`src/rtl/run_sequencer_pkg.sv`:
```
// run_sequencer_pkg: shared state encoding and default sizing for the run sequencer.
package run_sequencer_pkg;
  typedef enum logic [2:0] {IDLE, CLEAR, ARMED, RUN, DONE} state_e;
  localparam int DEF_MEM_DEPTH = 256;
  localparam int DEF_CNT_W     = 16;
endpackage

```
`src/rtl/run_sequencer.sv`:
```
// run_sequencer: clears data memory, then gates core execution until halt or restart.
module run_sequencer
  import run_sequencer_pkg::*;
#(
  parameter int MEM_DEPTH = DEF_MEM_DEPTH,
  parameter int CNT_W     = DEF_CNT_W
) (
  input  logic                         CLK,
  input  logic                         RST_n,
  input  logic                         start,
  input  logic                         halt_instr,
  output logic                         pc_init,
  output logic                         run_en,
  output logic                         clr_we,
  output logic [$clog2(MEM_DEPTH)-1:0] clr_addr,
  output logic [7:0]                   clr_data,
  output logic                         halt,
  output logic [CNT_W-1:0]             cycle_cnt
);
  localparam int AW = $clog2(MEM_DEPTH);
  state_e           state_q, state_d;
  logic [AW-1:0]    addr_q, addr_d;
  logic [CNT_W-1:0] cnt_q, cnt_d;
  logic             last;
  always_ff @(posedge CLK or negedge RST_n) begin
    if (!RST_n) begin
      state_q <= IDLE;
      addr_q  <= '0;
      cnt_q   <= '0;
    end else begin
      state_q <= state_d;
      addr_q  <= addr_d;
      cnt_q   <= cnt_d;
    end
  end
  assign last = addr_q == AW'(MEM_DEPTH - 1);
  // restart from RUN wins over a simultaneous halt_instr
  always_comb begin
    state_d = state_q;
    addr_d  = addr_q;
    cnt_d   = cnt_q;
    unique case (state_q)
      IDLE, DONE: if (start) begin
        state_d = CLEAR;
        addr_d  = '0;
        cnt_d   = '0;
      end
      CLEAR: begin
        addr_d = last ? '0 : addr_q + 1'b1;
        if (last) state_d = start ? ARMED : RUN;
      end
      ARMED: if (!start) state_d = RUN;
      RUN: if (start) begin
        state_d = CLEAR;
        addr_d  = '0;
        cnt_d   = '0;
      end else begin
        cnt_d = &cnt_q ? cnt_q : cnt_q + 1'b1;
        if (halt_instr) state_d = DONE;
      end
      default: state_d = IDLE;
    endcase
  end
  always_comb begin
    pc_init   = state_q != RUN;
    run_en    = state_q == RUN;
    clr_we    = state_q == CLEAR;
    halt      = state_q == DONE;
    clr_addr  = addr_q;
    clr_data  = 8'h00;
    cycle_cnt = cnt_q;
  end
endmodule

```
`config.mk`:
```
export PLATFORM = sky130hd
export DESIGN_NAME = run_sequencer
export DESIGN_NICKNAME = d
export VERILOG_FILES = /design/src/rtl/run_sequencer_pkg.sv /design/src/rtl/run_sequencer.sv
export SDC_FILE = /design/constraint.sdc
export NUM_CORES = 1
export LEC_CHECK = 0
export CAP_MARGIN = 20
export CORE_MARGIN = 2
export CORE_UTILIZATION = 50
export CTS_CLUSTER_SIZE = 16
export DETAILED_ROUTE_END_ITERATION = 8
export MAX_ROUTING_LAYER = met4
export PLACE_DENSITY = 0.8
export SLEW_MARGIN = 20
export SYNTH_ARGS = -nofsm -noshare
export SYNTH_HDL_FRONTEND = slang
export SYNTH_SLANG_ARGS = --single-unit
```
`constraint.sdc`:
```
create_clock -name CLK -period 3.4 [get_ports CLK]
set_input_delay 0.68 -clock CLK [delete_from_list [all_inputs] [get_ports CLK]]
set_output_delay 0.68 -clock CLK [all_outputs]
set_load 0.1 [all_outputs]
```
==> results of run 1 <==
-- cell families (layout without fill, tap and decap cells) --
kind of cell | Yosys count | count (layout) | synth area share, %
fa+ha+maj | 2 | 2 | 1.426
flops | 27 | 27 | 38.52
simple gates | 79 | 79 | 27.39
mux | 2 | 2 | 1.141
buf+inv | 23 | 45 | 8.273
other cells | 1 | 8 | 0.2138
compound gates | 60 | 60 | 23.04
-- final timing paths --
kind | start | endpoint | slack (ns) | cells after the start
hold reg to reg | clr_addr[4] | clr_addr[4] | 0.54 | 1
hold / removal | clr_addr[4] | clr_addr[4] | 0.54 | 1
max in group asynchronous | RST_n | clr_addr[7] | 2.43 | 2
setup reg to reg | cycle_cnt[0] | cycle_cnt[3] | 1.43 | 5
min in group asynchronous | RST_n | cycle_cnt[5] | 0.71 | 2
setup / recovery | state_q[0] | run_en | 1.07 | 4
-- layout by cell type, fill, tap and decap left out, types with 5 or more instances in the layout --
cell type                  count
sky130_fd_sc_hd__dfrtp_1      27
sky130_fd_sc_hd__o21ai_0       8
sky130_fd_sc_hd__nand3_1      14
sky130_fd_sc_hd__nor2_1        9
sky130_fd_sc_hd__o211ai_1      6
sky130_fd_sc_hd__buf_4        30
sky130_fd_sc_hd__nand2_1      17
sky130_fd_sc_hd__conb_1        8
sky130_fd_sc_hd__a21oi_1      17
sky130_fd_sc_hd__inv_1         7
sky130_fd_sc_hd__o31ai_1       5
sky130_fd_sc_hd__or4_1         6
-- critical path, delay by kind of cell, from the launching register on --
| kind | cells | cell delay (ns) |
|---|---|---|
| simple gates | 2 | 0.31 |
| buf+inv | 2 | 0.43 |
| flops | 1 | 0.57 |
-- area by class of cell --
type / count / area share, %
multi-input combinational: 151 / 47.85
sequential: 27 / 33.69
clock buffer: 3 / 1.123
tap: 46 / 2.870
timing repair buffer: 33 / 12.73
inverter: 8 / 1.497
clock inverter: 1 / 0.2495
-- per-stage QoR --
stage	total power [mW]	cells	hold WS, ns	worst slack, ns
3_5_place_dp	1.187	265	0.5199	0.7507
6_report	1.320	269	0.5430	1.067
5_1_grt	1.390	269	0.5736	0.9158
3_3_place_gp	1.180	265	0.5147	0.7988
4_1_cts	1.328	269	0.5399	1.056
2_1_floorplan	1.048	201	0.3844	0.7227
-- sequential cells by signal, indices dropped and copies added (netlist names) --
name       flops
cycle_cnt     16
clr_addr       8
state_q        3
-- power breakdown --
group	switching, mW	internal [mW]	leakage, nW	total [mW]
registers	0.0797	0.380	0.353	0.460
clock network	0.0982	0.0442	0.0177	0.142
logic	0.567	0.151	0.521	0.718
-- per-layer routing --
metal	vias to the layer above	routed length [um]	GRT usage [%]
met3	2	130	2.679
met4	0	27	6.522
met1	749	1865	30.52
li1	778	-	-
met2	35	1807	31.38
met5	-	0	-
==> results list, run 1 <==
- Total routing usage reported by global routing: 21.23%
- Count of cells resized by post-cts repair: 0
- Worst Setup End Kind: primary output
- In this run the tightest slew margin relative to its limit is 54.51%.
- For this run the aggregate overflow at the end of global routing stands at 0.
- CTS tree: yes
- The detailed router finished its first iteration with 78 violations.
- The number of pins exceeding their max-slew limit in the final report came to 0.
- Post-DR wirelength/cell: approximately 14 um
- In the final layout, the multi-input gates occupy 959.7 um2.
- Dividing total power by cell area gives a power density of 658.2 nW/um2.
* Chain of cells forming the critical path: nor2b_1 > nand2_1 > inv_2 > buf_4
- Summing all placed instances gives a cell area of approximately 2000 um2.
- Count of antenna diodes in the layout: 0
* Initial antenna violation count: 0
- The commonest cells after synthesis are sky130_fd_sc_hd__dfrtp_1, sky130_fd_sc_hd__a21oi_1, sky130_fd_sc_hd__nand2_1.
- Routability-driven placement finished with a final weighted congestion of 0.8129.
- For this design the static power due to leakage is 0.8916 nW.
* Max-cap violations: 0
* Post-detailed-placement half-perimeter wirelength: ~2700 um
* Hold_buf cts: 0
- The detail route stage leaves a number of antenna-violating nets equal to 0.
- Layout Nets: 230
- For the pin with the worst max-slew slack, the measured transition is 0.6823 ns.
- Delay of the slowest critical-path stage: 0.57 ns
* Post-synth design cell area: 1754 um2
- The via count of the first global-routing pass was 1384.
* Fin area: 2006 um2
- Sum Neg Setup Slack: 0 ns
* Cell with the largest stage delay on the worst path: sky130_fd_sc_hd__dfrtp_1
* Run status: completed
* Floorplan die area: between 3000 and 4000 um2
- Unrepaired setup endpoints after global routing: false
- Compared with the post-synthesis result, the final layout area differs by 14.34%.
- Data on the critical path arrives at its endpoint at roughly 1.7 ns.
- Number of vias per cell: 5.814
- For this run, the number of Yosys warnings is 0.
- Post-synth ARST share: 100.0%
- Class of the most critical hold timing path: reg -> reg
* Synthesized area per cell: 9.042 um2
- The worst setup path is launched from a flip-flop.
- The die is 63.23 um tall.
- Maximum clock frequency: 0.4287 GHz
* Distinct cells, synth: 53
- Post-route core utilization: approximately three fifths
* Layout cells sized above 1: 21.52%
- Fill cell total of the finished layout: 322
- The routed design has 3830 um of wire.
* Area share of the leading cell type in the synthesized netlist: between 30% and 40%
- Starting density of the core: 52.16%
* Number of ports placed on the die boundary: 40
- Synthesis inferred 27 register bits.
* Post-CTS setup repair buffer count: 0
* Area leader, netlist: sky130_fd_sc_hd__dfrtp_1
- Post-route minimum period: 2.333 ns
- For this design, the sink count on the clock tree is 27.
- For the worst-skew pair, the clock arrives at the later sink with an insertion delay of 0.33 ns.
- CP Class: reg -> out
* Total area of sequential cells: between 600 and 700 um2
- The cell count after synthesis came out at 194.
- Worst EP required: 2.72 ns
- Among all flip-flop cells after synthesis, the most frequent one is sky130_fd_sc_hd__dfrtp_1.
- In the routed design, unresolved DRC markers number 0.
- Largest fanout on the critical path: 13
* Worst vdd ir: 542.0 uV
* Number of rows in the core area: 21
* Number of enable-type register cells in the synthesized netlist: 0
- Final period util: 68.60%
* Die boundary width: 63.23 um
* Most area-consuming cells after synthesis: sky130_fd_sc_hd__dfrtp_1, sky130_fd_sc_hd__a21oi_1, sky130_fd_sc_hd__nand3_1, sky130_fd_sc_hd__buf_4, sky130_fd_sc_hd__nand2_1
- For this run, the detailed router's first-pass iteration total came to 4.
- In this run the standard cell core region covers 3363 um2.
- After synthesis, flip-flops and latches occupy 38.52% of the total area.
- The final-report hold violation count was 0.
- CTS max path bufs: 2
- Port Buffers: 31
* CTS buffer count: 3
- Final setup violation count: 0
- Across all layers, the routed design uses 1564 vias.
- Wire length of the first global-routing pass: 6713 um
- Cell chosen for the clock root: sky130_fd_sc_hd__clkbuf_4
- CTS clk-pin slew, worst paths: approximately 0.15 ns
- Largest net degree at the start of global routing: 28
* Layout Skew: slightly above 0.01 ns
- Most used standard cell by instance count after synthesis: sky130_fd_sc_hd__dfrtp_1
- Maximum level of the CTS H-tree: 1
No activity file was read; power rests on OpenSTA's default activity.
==> run 2: changes to the inputs <==
clock period = 2.3 ns   (was 3.4 ns; I/O delays follow)
==> results list, run 2 (synthesized netlist as in run 1, its figures left out) <==
- The flow ran to the end, and the final reports show no timing, DRC or antenna violations.
- CTS buffer count: 3
- The congestion estimate from routability-driven global placement came to just over 0.8.
- Logic pwr share: a little over half
- Type of element launching the critical path: flip-flop
* Max-cap violations: 0
- The via count of the first global-routing pass is around 1500.
- Pin placement for this block handled 40 I/O pins.
* Worst EP required: between 1.5 and 2 ns
- The worst path uses 90.93% of the clock period.
- Derived from the worst setup path, the maximum achievable clock frequency is 0.4782 GHz.
- Initial antenna violation count: 0
- PD cells: 929.8 nW/um2
- CTS built an H-tree with a depth of 1.
* Clock Latency Late Sink: 0.32 ns
- Final setup violation count: 0
- TritonCTS built the clock tree.
- Number of rows in the core area: 21
- Wire segments on met3 add up to ~170 um in the final route.
- Worst slack at placement: 0.1251 ns
* Switching part of the total power: a little under three fifths
- The register with the most flip-flops in the layout has 16 of them.
- Number of detailed-route iterations in the first pass: 4
- Fin area: roughly 2100 um2
* Post-detailed-route DRC marker count: 0
- At the end of the flow, the number of nets in the layout was 235.
- Detailed placement finished with a half-perimeter wire length of between 2000 and 3000 um.
- After detailed routing, the total wire length is 3872 um.
- Die outline height: 63.23 um
- In this run the clock root is driven by a sky130_fd_sc_hd__clkbuf_4.
- In this run the critical register-to-register path is launched from cycle_cnt[0].
- Clock-pin slew was measured on the worst setup and hold paths at 0.14 ns.
* Commonest non-fill, non-tap cells in the layout: sky130_fd_sc_hd__buf_4, sky130_fd_sc_hd__dfrtp_1, sky130_fd_sc_hd__a21oi_1
* Placement Cell Area: 2078 um2
* Sum Neg Setup Slack: 0 ns
* Share of total power in sequential cells: 35.2%
* Slew Viols, Final: 0
- Counting cells, the worst reg-to-reg path comes to 5.
* Number of vias per cell: about 5.8
- Worst-margin pin slew: roughly 0.56 ns
- For this block, the initial DRC count from the detailed router was 103.
- Leaving out fill and tap cells, the most frequent cell in the layout is sky130_fd_sc_hd__buf_4.
- The worst register-to-register path ends at cycle_cnt[3].
- For this block, wires on met1 add up to 1862 um.
* Part of the total power dissipated in the clock network: 10.5%
- The internal portion of the total power is 859.6 uW.
- 0 antenna diodes ended up in the layout.
- Grt total ovfl: 0
- Clock net sink count: 27
- CTS max path bufs: 2
* CP Class: reg -> out
* Slack of the worst reg-to-reg path: approximately 0.38 ns
* Starting density of the core: 52.16%
- Port Buffers: 31
- In this run the tightest slew margin relative to its limit is 62.55%.
- Class of the most critical hold timing path: in -> async
- In this run the remaining antenna-violating nets after routing total 0.
- Floorplan die area: 3998 um2
- Worst vdd ir: 891.3 uV
* Leakage power: approximately 0.9 nW
* Core area: between 3000 and 4000 um2
* Metal2 WL: about 1800 um
- The first global-routing pass estimated 6913 um of wire.
- Entering global routing, the biggest net connects 28 pins.
- The number of setup buffers added after CTS is 0.
- The die is ~63 um wide.
- Of all nets on the critical path, the largest fanout is 8.
- The highest metal layer carrying signal wires in the routed design is met4.
- At the worst endpoint, the arrival time is 1.63 ns.
- Via count: around 1600
* Layout Skew: 0.006964 ns
- STA classifies the critical path endpoint as a primary output.
- The final-report hold violation count came to 0.
- Unrepaired setup endpoints after global routing: false
- In this run the power spent charging and discharging nets is 1.099 mW.
- Hold repair after CTS inserted 0 buffers.
- Layout cells sized above 1: 25.88%
* Post-DR wirelength/cell: around 14 um
- Relative to the synthesized area, the layout overhead comes to 20.11%.
- Post-route minimum period: around 2.1 ns
- Count of cells resized by post-cts repair: 0
* Total routing usage reported by global routing: about 22%
- Setup WS post-layout: 0.2087 ns
-- run 2: changes by cell type in the layout (fill, tap and decap cells not counted), sizes merged --
cell / before / now
clkbuf: 3 / 4
buf: 30 / 35
clkinv: 1 / 0
-- run 2: power groups by stage --
stage               registers, mW  logic [mW]  clock network, mW
floorplan                    1.31       0.250                  0
CTS                         0.688        1.07              0.214
finish                      0.689        1.06              0.206
global route                0.711        1.11              0.237
detailed placement          0.696        1.07                  0
global placement            0.696        1.06                  0
-- run 2: stage by stage --
stage                     power (mW)  utilization (%)  hold WS (ns)  std cells
after floorplan                1.555                -        0.1644        201
after global placement         1.758            61.79        0.5136        270
after detailed placement       1.767            61.79        0.5162        270
after CTS                      1.969            62.57        0.5006        274
after global routing           2.058            62.65        0.5161        274
final                          1.959            62.65        0.4847        274
-- run 2: area by class of cell --
| cell class | instances | area (um2) |
|---|---|---|
| well taps | 46 | 57.56 |
| inverters | 8 | 32.53 |
| repair buffers | 38 | 342.8 |
| clock buffers | 4 | 26.28 |
| fillers | 310 | 1256 |
| multi-input cells | 151 | 967.2 |
| flip-flops and latches | 27 | 680.7 |
-- run 2: how the worst max path moves through the flow --
stage | start | endpoint | slack [ns]
2_1_floorplan | cycle_cnt[13] | cycle_cnt[1] | 0.03
3_3_place_gp | start | cycle_cnt[8] | 0.17
3_5_place_dp | start | cycle_cnt[8] | 0.13
4_1_cts | state_q[0] | halt | 0.11
5_1_grt | state_q[0] | halt | 0.09
6_report | state_q[0] | halt | 0.21
-- run 2: metal layers --
layer / track usage [%] / up-vias
li1: - / 790
met1: 30.08 / 753
met2: 34.04 / 50
met3: 2.500 / 4
met4: 6.793 / 0
met5: - / -
-- run 2: critical path, stage by stage (launching register included) --
cell	delay (ns)
sky130_fd_sc_hd__dfrtp_1	0.48
sky130_fd_sc_hd__buf_4	0.19
sky130_fd_sc_hd__nor2_2	0.20
sky130_fd_sc_hd__and2_1	0.24
sky130_fd_sc_hd__buf_12	0.19
==> run 3: changes to the inputs <==
SLEW_MARGIN = unset   (was 20)
==> results of run 3 <==
No change in the layout: final DEF, timing and power equal those of run 2.
